$ cat src/rtl/sd_dac2_stereo_pkg.sv
// rtl/sd_dac2_stereo_pkg.sv - shared widths, full-scale constant and saturating add for the stereo sigma-delta DAC
package sd_dac2_stereo_pkg;

    localparam int DATA_W = 18;
    localparam int ACC_W  = 24;
    localparam int SUM_W  = ACC_W + 2;

    // Full scale of a Q1.17 sample expressed in integrator units
    localparam logic signed [ACC_W-1:0] FS      = ACC_W'(1 << (DATA_W - 1));
    localparam logic signed [SUM_W-1:0] ACC_MAX = SUM_W'((1 << (ACC_W - 1)) - 1);
    localparam logic signed [SUM_W-1:0] ACC_MIN = SUM_W'(-(1 << (ACC_W - 1)));

    typedef struct packed {
        logic                    clamp;
        logic signed [ACC_W-1:0] value;
    } sat_t;

    function automatic sat_t sat_add3(input logic signed [ACC_W-1:0] a,
                                      input logic signed [ACC_W-1:0] b,
                                      input logic signed [ACC_W-1:0] c);
        logic signed [SUM_W-1:0] sum;
        sat_t                    r;
        sum = SUM_W'(a) + SUM_W'(b) + SUM_W'(c);
        if (sum > ACC_MAX) begin
            r.clamp = 1'b1;
            r.value = ACC_MAX[ACC_W-1:0];
        end else if (sum < ACC_MIN) begin
            r.clamp = 1'b1;
            r.value = ACC_MIN[ACC_W-1:0];
        end else begin
            r.clamp = 1'b0;
            r.value = sum[ACC_W-1:0];
        end
        return r;
    endfunction

endpackage

$ cat src/rtl/sd_mod2_ch.sv
// rtl/sd_mod2_ch.sv - single-channel second-order CIFB sigma-delta modulator, advanced on tick
module sd_mod2_ch
    import sd_dac2_stereo_pkg::*;
(
    input  logic                    clk,
    input  logic                    reset,
    input  logic                    tick,
    input  logic signed [ACC_W-1:0] x,
    output logic                    bit_out,
    output logic                    sat_evt
);

    logic signed [ACC_W-1:0] a1;
    logic signed [ACC_W-1:0] a2;
    logic signed [ACC_W-1:0] neg_fb;
    sat_t                    s1;
    sat_t                    s2;

    // Second integrator sums the old a1, so both sums are formed from current state
    always_comb begin
        neg_fb  = bit_out ? -FS : FS;
        s1      = sat_add3(a1, x, neg_fb);
        s2      = sat_add3(a2, a1, neg_fb);
        sat_evt = tick & (s1.clamp | s2.clamp);
    end

    always_ff @(posedge clk or posedge reset) begin
        if (reset) begin
            a1      <= '0;
            a2      <= '0;
            bit_out <= 1'b0;
        end else if (tick) begin
            a1      <= s1.value;
            a2      <= s2.value;
            bit_out <= ~s2.value[ACC_W-1];
        end
    end

endmodule

$ cat src/rtl/sd_dac2_stereo.sv
// rtl/sd_dac2_stereo.sv - stereo sigma-delta DAC: tick divider, sample hold, underrun timeout, clip flag
module sd_dac2_stereo
    import sd_dac2_stereo_pkg::*;
#(
    parameter int MOD_DIV = 1,
    parameter int TIMEOUT = 4096
) (
    input  logic                     clk,
    input  logic                     reset,
    input  logic                     sample_in_rdy,
    input  logic signed [DATA_W-1:0] sample_in_l,
    input  logic signed [DATA_W-1:0] sample_in_r,
    output logic                     dac_out_l,
    output logic                     dac_out_r,
    output logic                     underrun,
    output logic                     clip
);

    localparam int DIV_W = (MOD_DIV > 1) ? $clog2(MOD_DIV) : 1;
    localparam int TO_W  = $clog2(TIMEOUT + 1);

    logic [DIV_W-1:0]         div_cnt;
    logic                     tick;
    logic [TO_W-1:0]          to_cnt;
    logic signed [DATA_W-1:0] hold_l;
    logic signed [DATA_W-1:0] hold_r;
    logic signed [ACC_W-1:0]  x_l;
    logic signed [ACC_W-1:0]  x_r;
    logic                     sat_l;
    logic                     sat_r;

    assign tick = (div_cnt == DIV_W'(MOD_DIV - 1));

    always_ff @(posedge clk or posedge reset) begin
        if (reset) begin
            div_cnt <= '0;
        end else begin
            div_cnt <= tick ? '0 : div_cnt + 1'b1;
        end
    end

    // A strobe always beats a timeout-reaching tick in the same cycle
    always_ff @(posedge clk or posedge reset) begin
        if (reset) begin
            hold_l   <= '0;
            hold_r   <= '0;
            to_cnt   <= '0;
            underrun <= 1'b1;
        end else if (sample_in_rdy) begin
            hold_l   <= sample_in_l;
            hold_r   <= sample_in_r;
            to_cnt   <= '0;
            underrun <= 1'b0;
        end else if (tick && (to_cnt != TO_W'(TIMEOUT))) begin
            to_cnt <= to_cnt + 1'b1;
            if (to_cnt == TO_W'(TIMEOUT - 1)) begin
                underrun <= 1'b1;
            end
        end
    end

    assign x_l = underrun ? '0 : {{(ACC_W - DATA_W){hold_l[DATA_W-1]}}, hold_l};
    assign x_r = underrun ? '0 : {{(ACC_W - DATA_W){hold_r[DATA_W-1]}}, hold_r};

    sd_mod2_ch u_mod_l (
        .clk     (clk),
        .reset   (reset),
        .tick    (tick),
        .x       (x_l),
        .bit_out (dac_out_l),
        .sat_evt (sat_l)
    );

    sd_mod2_ch u_mod_r (
        .clk     (clk),
        .reset   (reset),
        .tick    (tick),
        .x       (x_r),
        .bit_out (dac_out_r),
        .sat_evt (sat_r)
    );

    always_ff @(posedge clk or posedge reset) begin
        if (reset) begin
            clip <= 1'b0;
        end else if (sat_l || sat_r) begin
            clip <= 1'b1;
        end
    end

endmodule
$ cat config.mk
export PLATFORM = sky130hd
export DESIGN_NAME = sd_dac2_stereo
export DESIGN_NICKNAME = d
export VERILOG_FILES = /design/src/rtl/sd_dac2_stereo_pkg.sv /design/src/rtl/sd_mod2_ch.sv /design/src/rtl/sd_dac2_stereo.sv
export SDC_FILE = /design/constraint.sdc
export NUM_CORES = 1
export LEC_CHECK = 0
export BUFFER_PORTS_ARGS = -buffer_cell sky130_fd_sc_hd__buf_2
export CORE_ASPECT_RATIO = 0.75
export CORE_UTILIZATION = 60
export CTS_CLUSTER_SIZE = 40
export DETAILED_ROUTE_END_ITERATION = 10
export PLACE_DENSITY_LB_ADDON = 0.1
export RECOVER_POWER = 50
export SYNTH_ARGS = -nofsm -noshare
export SYNTH_HDL_FRONTEND = slang
export SYNTH_SLANG_ARGS = --single-unit
$ cat constraint.sdc
create_clock -name clk -period 5.64 [get_ports clk]
set_clock_uncertainty 0.1 [all_clocks]
set_input_delay 0.846 -clock clk [delete_from_list [all_inputs] [get_ports clk]]
set_output_delay 0.846 -clock clk [all_outputs]
set_load 0.005 [all_outputs]
==> summary by stage, run 1 <==
Run status
The run finished, with violations left. The final reports fail on capacitance limit, slew limit.

Final layout
In the final layout, the share of cells above drive strength 1 is 0.113. Excluding fillers, the count of instances in the completed layout stands at 1,433. Compared with the post-synthesis result, the final layout area differs by 8.97%. The count of inserted antenna diode cells is 0. The most common cell after layout, fill and taps aside is sky130_fd_sc_hd__ha_1. The net count of the finished layout is 1,410. The share of the core filled with cells in the final layout is 0.670.

In the layout the commonest cells are sky130_fd_sc_hd__ha_1, sky130_fd_sc_hd__dfrtp_1, sky130_fd_sc_hd__o21ai_0, sky130_fd_sc_hd__a21oi_1, sky130_fd_sc_hd__a21o_1.

Synthesis
The cell count after synthesis is 1,134. The area share of the largest cell type after synthesis is 0.325. The synthesized netlist occupies a cell area of 11,400 sq um. For this run, asynchronously set or reset flops after synthesis account for 1.00.

The count of warnings emitted by yosys is 0. The number of nets in the synthesized netlist is 1,371. The most instantiated flip-flop cell in the synthesis netlist is sky130_fd_sc_hd__dfrtp_1. By area the synthesized netlist is led by sky130_fd_sc_hd__dfrtp_1, sky130_fd_sc_hd__ha_1, sky130_fd_sc_hd__fa_1. The flop and latch count out of synthesis is 149.

After synthesis, the mean cell area works out to 10.1 sq um. The share of the Yosys chip area taken by registers is 0.327. The cell type with the highest aggregate area in the netlist is sky130_fd_sc_hd__dfrtp_1. The number of enable-type register cells in the synthesized netlist is 0. The distinct cell type count after synthesis is 67.

Route
The via count of the routed design is 8,584. The DRC marker count from the first detailed-route iteration is 533. Once detail routing completed, the nets flagged for antenna violations numbered 0. In the final routed layout, each cell accounts on average for 17.5 microns.

The routed wire length is 25,000 microns. The per-cell via count in the routed design is 5.99. The number of detailed-routing iterations run before antenna repair is 5.

For this run, design rule violations remaining after detail routing come to 0.

STA
The final setup violation count is 0. Static timing analysis puts the maximum clock frequency at 200 MHz. The final worst-path cycle share is 0.887. Setup repair after global routing left no endpoint under its margin. The worst hold-check slack is 408 ps. The slew at the pin closest to its max-slew limit is 2930 ps.

The number of max-slew violations in the final report is 146. Headroom to the max-slew limit came out at -0.952. In the final timing run, aggregate negative setup slack is 0 ps.

The count of final hold-check violations came to 0. The routed design could run at a clock period as short as 5000 ps.

Global route
Across every metal layer, demand over resource in global routing totals 0.276. The number of global-route vias before repair came to 8,543. The first global-routing pass estimated 42,400 microns of wire. The sum of overflow across all layers after global routing is 0.

The largest net degree at the start of global routing is 59. The initial antenna violation count came to 2.

Floorplan
The core area is 18,600 sq um. The initial utilization of the core area, before any placement, comes to 0.615. During I/O placement, the number of pins put on the boundary was 43. The height of the die is 121 microns.

The floorplan row count is 43. The floorplan step set the die width to 161 microns. The die covers 19,600 sq um.

Placed design
The wire-length estimate of the detail-placed layout is 18,700 microns. Counting tap cells, the placed design contains a total of 1,401 instances. The final weighted congestion of routability-driven global placement is 0.886.

The count of buffers from port buffering is 42.

Setup path
The required time at the endpoint of the critical path is 5790 ps. Traced cell by cell, the critical path runs through buf_4 > nor2b_1 > ha_1 > ha_1 > fa_1 > a21o_1 > a31oi_1 > o31ai_1 > o2111a_1 > a41oi_2 > mux2_1 > nor2_1 > and2_1 > or2_1 > o21ai_0. The category of the most critical setup path is reg2reg.

For the worst flop-to-flop path, the logic depth is 15. In this design, the stage delay of the slowest critical-path cell is 760 ps. In this run the worst setup path terminates at u_mod_r.a1[17]. In this run the critical register-to-register path is captured at u_mod_r.a1[17]. The cell with the largest stage delay on the worst path is sky130_fd_sc_hd__dfstp_2. The launching instance or port of the critical path is underrun. By instance count, the cell type seen most on the critical path is sky130_fd_sc_hd__ha_1. The worst register-to-register path has a setup slack of 640 ps.

The capturing element type of the critical path is a flip-flop. Of all nets on the critical path, the largest fanout is 23. The worst flop-to-flop path startpoint is underrun. The launching element type of the critical path is a flip-flop. The data arrival time at the worst-slack endpoint is 5150 ps.

Worst hold path
The startpoint identified for the worst hold timing path is hold_r[1]. The min-delay analysis places its worst path in the category reg2reg.

CTS
For this design, the CTS-stage hold fixing added 0 buffers. The maximum buffer depth of the clock tree is 2. The root buffer selected by CTS is sky130_fd_sc_hd__clkbuf_16. After clock tree synthesis, the clock-pin slew on the worst setup and hold paths is 60 ps. The CTS buffer count is 17. Once the clock tree was built, the setup fixing pass inserted 0 buffers.

The CTS tree is yes. The count of instances resized after the clock tree is built is 0. CTS saw 149 sinks. Clock latency on the worst-skew pair, taken at its later pin, is 440 ps. The number of levels the H-tree was split into is 4.

Flow run
Across the run, the number of max-cap violations was 3.
## cell usage after synthesis, types with 14 or more instances
cell	instances
sky130_fd_sc_hd__dfrtp_1	148
sky130_fd_sc_hd__ha_1	170
sky130_fd_sc_hd__a21oi_1	84
sky130_fd_sc_hd__mux2_2	38
sky130_fd_sc_hd__o21bai_1	14
sky130_fd_sc_hd__o21ai_0	106
sky130_fd_sc_hd__nor2b_1	38
sky130_fd_sc_hd__inv_1	52
sky130_fd_sc_hd__nand2_1	31
sky130_fd_sc_hd__a21o_1	69
sky130_fd_sc_hd__xnor2_1	47
sky130_fd_sc_hd__nand3_1	20
sky130_fd_sc_hd__xor2_1	43
sky130_fd_sc_hd__o21a_1	17
sky130_fd_sc_hd__clkbuf_1	20
sky130_fd_sc_hd__nor2_1	50
sky130_fd_sc_hd__fa_1	28
sky130_fd_sc_hd__nand2b_1	14
## sequential cells by signal, summed over array words and instances, names as in the netlist
register,flops
u_mod_r.bit_out,1
u_mod_l.a2,24
u_mod_r.a1,24
to_cnt,13
u_mod_r.a2,24
hold_r,18
hold_l,18
u_mod_l.a1,24
u_mod_l.bit_out,1
underrun,1
clip,1
## critical path, delay by kind of cell, from the launching register on
kind | cells | cell delay (ps)
AOI/OAI and AO/OA | 6 | 1440
adders and majority gates | 3 | 940
buffers and inverters | 1 | 300
DFF | 1 | 760
muxes | 1 | 340
and+or+nand+nor | 4 | 930
## per-layer routing
layer / track usage / share of wire
met4: 0.0825 / 0.016
met5: 0 / 0.00052
met1: 0.424 / 0.53
met3: 0.0383 / 0.042
met2: 0.399 / 0.41
## kinds of logic (layout without fill, tap and decap cells)
kind of cell | after synthesis | count (layout) | share of synthesized area
muxes | 40 | 40 | 0.0394
xor gates and xnor gates | 90 | 90 | 0.0691
adders and majority gates | 198 | 198 | 0.236
and+or+nand+nor | 210 | 210 | 0.0955
AOI/OAI and AO/OA | 361 | 361 | 0.201
DFF | 149 | 149 | 0.327
buffers and inverters | 86 | 138 | 0.0320
## through the flow
step	worst slack (ps)	instance area, sq um
after floorplan	688	11400
after global placement	899	11900
after detailed placement	698	11900
after CTS	644	12400
after global routing	245	12400
final	640	12400
## worst min path at each step
stage / end / cells after the start / slack, ps
floorplan: hold_l[16] / 1 / 370
global placement: hold_l[6] / 1 / 390
detailed placement: hold_r[14] / 1 / 390
CTS: hold_l[11] / 2 / 300
global route: hold_r[15] / 1 / 430
finish: hold_r[1] / 1 / 410
## cell type report
type                       count  area, sq um
multi-input combinational    899         7320
fill                        1548         6130
sequential                   149         3730
clock buffer                  17          425
tap                          247          309
timing repair buffer          54          290
inverter                      52          196
clock inverter                15          164
Power of run 1 is left out: the tool's default activity adds up to more than one toggle a clock period on the data nets, which glitch-free logic cannot reach.
==> run 2, diff against run 1 <==
--- a/config.mk
+++ b/config.mk
@@ -7,7 +7,7 @@
 export LEC_CHECK = 0
 export BUFFER_PORTS_ARGS = -buffer_cell sky130_fd_sc_hd__buf_2
 export CORE_ASPECT_RATIO = 0.75
-export CORE_UTILIZATION = 60
+export CORE_UTILIZATION = 55
 export CTS_CLUSTER_SIZE = 40
 export DETAILED_ROUTE_END_ITERATION = 10
 export PLACE_DENSITY_LB_ADDON = 0.1
==> summary by stage, run 2 (same netlist as run 1, synthesis figures left out) <==
Worst hold path
The number of cells on the worst hold path is 1. The worst min-delay path class is reg2reg. The worst hold path begins at hold_l[2].

Floorplan
The floorplan step defined a die boundary enclosing 21,300 sq um. The core region is 20,300 sq um. The floorplan row count is 45.

The x dimension of the die is 168 microns. The height of the die is 127 microns. The number of top-level pins is 43. The effective utilization at floorplan is 0.563.

Global route
The initial antenna violation count is 0. In the global route stage, overall resource usage came out at 0.253. In the global route stage, met1 resource usage came out at 0.412. For met3 alone, demand over resource in global routing was 0.0378. The first-pass GRT wire length is 42,500 microns. The busiest layer in global routing is met1. For met2 alone, demand over resource in global routing was 0.345. The largest net degree at the start of global routing is 59. The number of global-route vias before repair was 8,236.

Global routing finished with a remaining overflow of 0.

Route
The total DRC errors in the routed layout is 0. The routed layout has 8,551 vias. The detail-routed net length per standard cell is 17.4 microns. The routed design has 25,100 microns of wire.

Dividing the detail-routed via count by the number of cells gives 5.93. The number of detailed-routing iterations run before antenna repair is 6. Once detail routing completed, the nets flagged for antenna violations numbered 0. The DRC marker count from the first detailed-route iteration is 731.

Setup path
The launching instance or port of the critical path is underrun. The capturing element type of the critical path is a flip-flop. The worst flop-to-flop path startpoint is underrun. The number of gates on the worst path with buffers counted is 14. The cell that appears most often on the critical path is sky130_fd_sc_hd__nand2_1. The worst setup path is launched from a flip-flop. Counting cells, the worst reg-to-reg path comes to 14. The data arrival time at the worst-slack endpoint is 5340 ps.

Traced cell by cell, the critical path runs through buf_4 > nor2b_1 > ha_1 > ha_1 > nand2_1 > o21ai_0 > o22ai_1 > o31ai_1 > a311oi_1 > o21ai_1 > xor2_1 > nand2_1 > nand2_1 > a21o_1. The largest fanout on the critical path is 28. For this run, the slowest stage of the critical path takes 930 ps.

Data on the critical path is required at its endpoint by 5900 ps. Counting both buffers and inverters, the worst setup path holds a total of 1. The category of the most critical setup path is reg2reg. For this design, the slowest cell found on the critical path is sky130_fd_sc_hd__dfstp_2. The cell family contributing the most delay on the critical path is compound AO/OA/AOI/OAI gates.

Run status
The flow ran to the end, but the final reports show violations. The final reports fail on capacitance limit, slew limit.

STA
Setup repair after global routing left no endpoint under its margin. The count of final hold-check violations came to 0. For the finished layout, the period the worst path requires is 5080 ps. The slew at the pin closest to its max-slew limit is 2960 ps.

The number of max-slew violations in the final report is 146. Static timing analysis puts the maximum clock frequency at 197 MHz. Of the available clock period, the critical path in the final layout requires 0.900. Setup slack on the critical path of the routed design comes to 564 ps. Summed over all failing endpoints, the final setup total negative slack is 0 ps. In this run the tightest slew margin relative to its limit is -0.976.

The final setup violation count is 0.

CTS
The count of instances resized after the clock tree is built is 0. Clock latency on the worst-skew pair, taken at its later pin, is 430 ps. No sink is reached through more buffers than the 2 on the longest clock path. The CTS tree is yes. The count of hold-fix buffers inserted at cts is 0. The clock input transition at the sequential cells of the worst setup and hold paths is 60 ps.

The number of levels the H-tree was split into is 4. The CTS buffer count is 17. CTS placed an instance of sky130_fd_sc_hd__clkbuf_16 at the clock tree root. The count of clock tree sinks is 149.

After clock tree synthesis, the setup repair step added 0 buffers.

Flow run
The count of maximum capacitance violations is 3.

Final layout
The number of nets at the end of the flow is 1,409. The most common cell after layout, fill and taps aside is sky130_fd_sc_hd__ha_1. The count of inserted antenna diode cells is 0.

The library cells used most frequently in the layout, excluding fill and tap cells, are sky130_fd_sc_hd__ha_1, sky130_fd_sc_hd__dfrtp_1, sky130_fd_sc_hd__o21ai_0, sky130_fd_sc_hd__a21oi_1, sky130_fd_sc_hd__a21o_1. The final cell count without fillers is 1,443. Relative to the synthesized area, the layout overhead comes to 9.15%.

The fraction of final layout cells sized beyond drive strength 1 is 0.111.

Placed design
The total instance count after detailed placement is 1,411. The count of buffers from port buffering is 42. The post-place setup slack is 635 ps.

The congestion estimate from routability-driven global placement came to 0.875. Detailed placement finished with a half-perimeter wire length of 18,600 microns.
-- run 2: cell count changes in the layout (fill, tap and decap cells not counted) --
cell	previous run	this run
sky130_fd_sc_hd__buf_4	9	8
sky130_fd_sc_hd__bufinv_16	1	3
sky130_fd_sc_hd__clkbuf_1	2	3
sky130_fd_sc_hd__clkinv_2	2	3
sky130_fd_sc_hd__clkinv_8	1	0
sky130_fd_sc_hd__inv_6	2	4
sky130_fd_sc_hd__inv_8	5	0
-- run 2: final timing paths --
check,endpoint,slack (ps)
hold reg to reg,hold_l[2],410
hold / removal,hold_l[2],410
max in group asynchronous,u_mod_r.a2[16],1390
min in group asynchronous,hold_l[12],770
setup reg to reg,u_mod_l.a1[1],560
setup / recovery,u_mod_l.a1[1],560
-- run 2: metrics by stage --
step	utilization	hold WS (ps)	area, sq um
floorplan	-	373	11400
global placement	0.585	385	11900
detailed placement	0.585	396	11900
CTS	0.615	314	12500
global route	0.614	417	12500
finish	0.614	406	12500
-- run 2: layout make-up --
cell class	count	area, sq um
clock buffer	18	429
clock inverter	14	174
fill	1745	7820
inverter	52	196
multi-input combinational	899	7320
sequential	149	3730
tap	258	323
timing repair buffer	53	283
-- run 2: metal layers --
metal	vias to the layer above	wire length (microns)	share of wire
li1	4208	-	-
met3	17	992	0.039
met1	4141	13900	0.55
met4	0	256	0.010
met2	185	9990	0.40
met5	-	0	0
Power of run 2 is left out for the same reason.
==> run 3, diff against run 2 <==
--- a/config.mk
+++ b/config.mk
@@ -14,4 +14,5 @@
 export RECOVER_POWER = 50
 export SYNTH_ARGS = -nofsm -noshare
 export SYNTH_HDL_FRONTEND = slang
+export SYNTH_HIERARCHICAL = 1
 export SYNTH_SLANG_ARGS = --single-unit
==> summary by stage, run 3 <==
Synthesis
After synthesis, the cell types taking the most area are sky130_fd_sc_hd__dfrtp_1, sky130_fd_sc_hd__ha_1, sky130_fd_sc_hd__fa_1. The commonest cells after synthesis are sky130_fd_sc_hd__ha_1, sky130_fd_sc_hd__dfrtp_1, sky130_fd_sc_hd__a21oi_1. After synthesis, the mean cell area works out to 9.53 sq um. The flop and latch count out of synthesis is 149.

The cell type with the highest aggregate area in the netlist is sky130_fd_sc_hd__dfrtp_1. The most common cell in the synthesized netlist is sky130_fd_sc_hd__ha_1. The area of the mapped netlist is 12,900 sq um. The distinct cell type count after synthesis is 102. In the synthesized netlist the dominant register cell turns out to be sky130_fd_sc_hd__dfrtp_1. The fraction of registers with async set/reset is 1.00.

The cell count after synthesis is 1,350. For this run, the register share of the synthesized area comes to 0.290. For this run, the number of Yosys warnings is 6. The synthesized design contains 0 enable-type register cells. Of the post-synthesis cell area, the dominant cell type holds 0.288.

Run status
The checks that failed: capacitance limit, slew limit. The flow ran to the end, but the final reports show violations.

STA
The count of final hold-check violations is 0. The number of max-slew violations in the final report is 187. Setup repair after global routing left no endpoint under its margin. Derived from the worst setup path, the maximum achievable clock frequency is 217 MHz. In the finished design, the share of the clock period the worst path needs comes to 0.816. Setup total negative slack on the finished layout was measured at 0 ps. The post-layout minimum cycle time is 4600 ps. The slew at the pin closest to its max-slew limit is 2860 ps. The final setup violation count is 0. The worst relative slew slack is -0.908.

Route
The total DRC errors in the routed layout is 0. Wires add up to 31,400 microns. The number of detailed-routing iterations run before antenna repair is 5. The detail route stage leaves a number of antenna-violating nets equal to 0. The via count of the routed design is 10,300. The detail-routed net length per standard cell is 18.7 microns. The per-cell via count in the routed design is 6.13.

After the first detailed-routing iteration, the DRC count stood at 811.

Global route
The sum of overflow across all layers after global routing is 0. The global router's overall resource usage is 0.274. The first-pass GRT wire length is 51,400 microns. The number of global-route vias before repair was 9,580.

The initial antenna violation count is 0. Entering global routing, the biggest net connects 71 pins.

Setup path
The internal reg-to-reg setup slack is 1040 ps. The largest fanout on the critical path is 22. Among all stages on the critical path, the largest delay is contributed by sky130_fd_sc_hd__nor2b_1. By startpoint and endpoint, the worst setup path is classified as reg2reg.

The required time at the endpoint of the critical path is 5850 ps. The worst stage delay on the critical path is 820 ps. The worst setup path is captured at a flip-flop. For the worst setup path, the data arrival time is 4820 ps. The worst setup path is launched from a flip-flop.

The signal on the critical path passes through nor2b_1 > fa_1 > ha_1 > a21oi_1 > o21a_1 > o21ai_0 > a221o_1 > o21bai_1 > xor2_1 > a21o_1 > buf_4 > a41oi_1 > or3_1.

CTS
TritonCTS built the clock tree. The count of clock tree sinks is 149. Gates resized during post-CTS repair numbered 0. The number of levels the H-tree was split into is 4.

The CTS buffer count is 17. The count of hold-fix buffers inserted at cts is 0. The clock latency reported for the late side of the worst-skew pair is 440 ps. The root buffer selected by CTS is sky130_fd_sc_hd__clkbuf_16. The number of buffers added for setup after CTS is 0. Counting along the longest clock path gives a buffer depth of 2.

Clock-pin slew was measured on the worst setup and hold paths at 70 ps.

Placed design
The count of buffers added on input and output ports is 42. The congestion estimate from routability-driven global placement came to 0.909. The placed standard-cell area is 13,200 sq um. The placed wire-length estimate is 23,600 microns.

Floorplan
The floorplan step set the die width to 179 microns. The floorplan step defined a die boundary enclosing 24,000 sq um. The core area is 23,000 sq um. For this configuration, the core starts out at a cell density of 0.559.

Measured along the y axis, the die boundary spans 134 microns. After floorplanning, the core was divided into 48 placement rows. The number of top-level pins is 43.

Final layout
Of the cells placed in the final design, the portion with a size suffix greater than 1 is 0.133. In the layout the commonest cells are sky130_fd_sc_hd__ha_1, sky130_fd_sc_hd__dfrtp_1, sky130_fd_sc_hd__a21oi_1, sky130_fd_sc_hd__nor2_1, sky130_fd_sc_hd__nand2_1. 0 antenna diodes ended up in the layout. With fillers left out, the area of the finished cells amounts to 13,800 sq um. After filler insertion, the fill cell instance count of the layout stands at 2,024. The net count of the finished layout is 1,604. The library cell used most frequently in the layout, excluding fill and tap cells, is sky130_fd_sc_hd__ha_1. Relative to the synthesized area, the layout overhead comes to 7.34%.

Flow run
The count of maximum capacitance violations is 4.

Worst hold path
The worst hold path belongs to the class reg2reg.
run 3: worst paths after layout:
path / from / to / cells past startpoint
hold reg to reg: hold_r[13] / hold_r[13] / 1
setup reg to reg: underrun / clip / 13
max in group asynchronous: reset / hold_r[17] / 3
setup / recovery: underrun / clip / 13
hold / removal: hold_r[13] / hold_r[13] / 1
min in group asynchronous: reset / u_mod_l/a1[17] / 2
run 3: kinds of logic after synthesis:
kind of cell | after synthesis | synth area share
adders and majority gates | 198 | 0.209
DFF | 149 | 0.290
other | 1 | 0.000292
buffers and inverters | 124 | 0.0446
muxes | 44 | 0.0384
AOI/OAI and AO/OA | 404 | 0.225
and+or+nand+nor | 353 | 0.140
xor gates and xnor gates | 77 | 0.0530
run 3: worst max-delay path, delay by kind of cell, from the launching register on:
kind | cells | cell delay, ps
DFF | 1 | 440
xor gates and xnor gates | 1 | 180
and+or+nand+nor | 2 | 1200
AOI/OAI and AO/OA | 7 | 1370
buffers and inverters | 1 | 230
adders and majority gates | 2 | 950
run 3: through the flow:
| stage | hold WS [ps] | setup slack [ps] | instances | utilization |
|---|---|---|---|---|
| 6_report | 401 | 1040 | 1680 | 0.600 |
| 5_1_grt | 425 | 615 | 1680 | 0.600 |
| 4_1_cts | 347 | 1030 | 1680 | 0.601 |
| 3_5_place_dp | 391 | 1050 | 1648 | 0.574 |
| 3_3_place_gp | 386 | 1200 | 1648 | 0.574 |
| 2_1_floorplan | 358 | 1670 | 1354 | - |
run 3: metal layers:
layer / GRT usage / share of wire
met2: 0.364 / 0.39
met4: 0.0457 / 0.0062
met5: 0 / 0
met1: 0.455 / 0.55
met3: 0.0476 / 0.053
run 3: cell type report:
cell class | count | area (sq um) | area share
timing repair buffer | 50 | 258 | 0.0187
inverter | 68 | 255 | 0.0185
sequential | 149 | 3730 | 0.270
tap | 300 | 375 | 0.0272
clock inverter | 15 | 189 | 0.0137
clock buffer | 17 | 425 | 0.0308
multi-input combinational | 1081 | 8570 | 0.621
Power of run 3 is left out for the same reason.
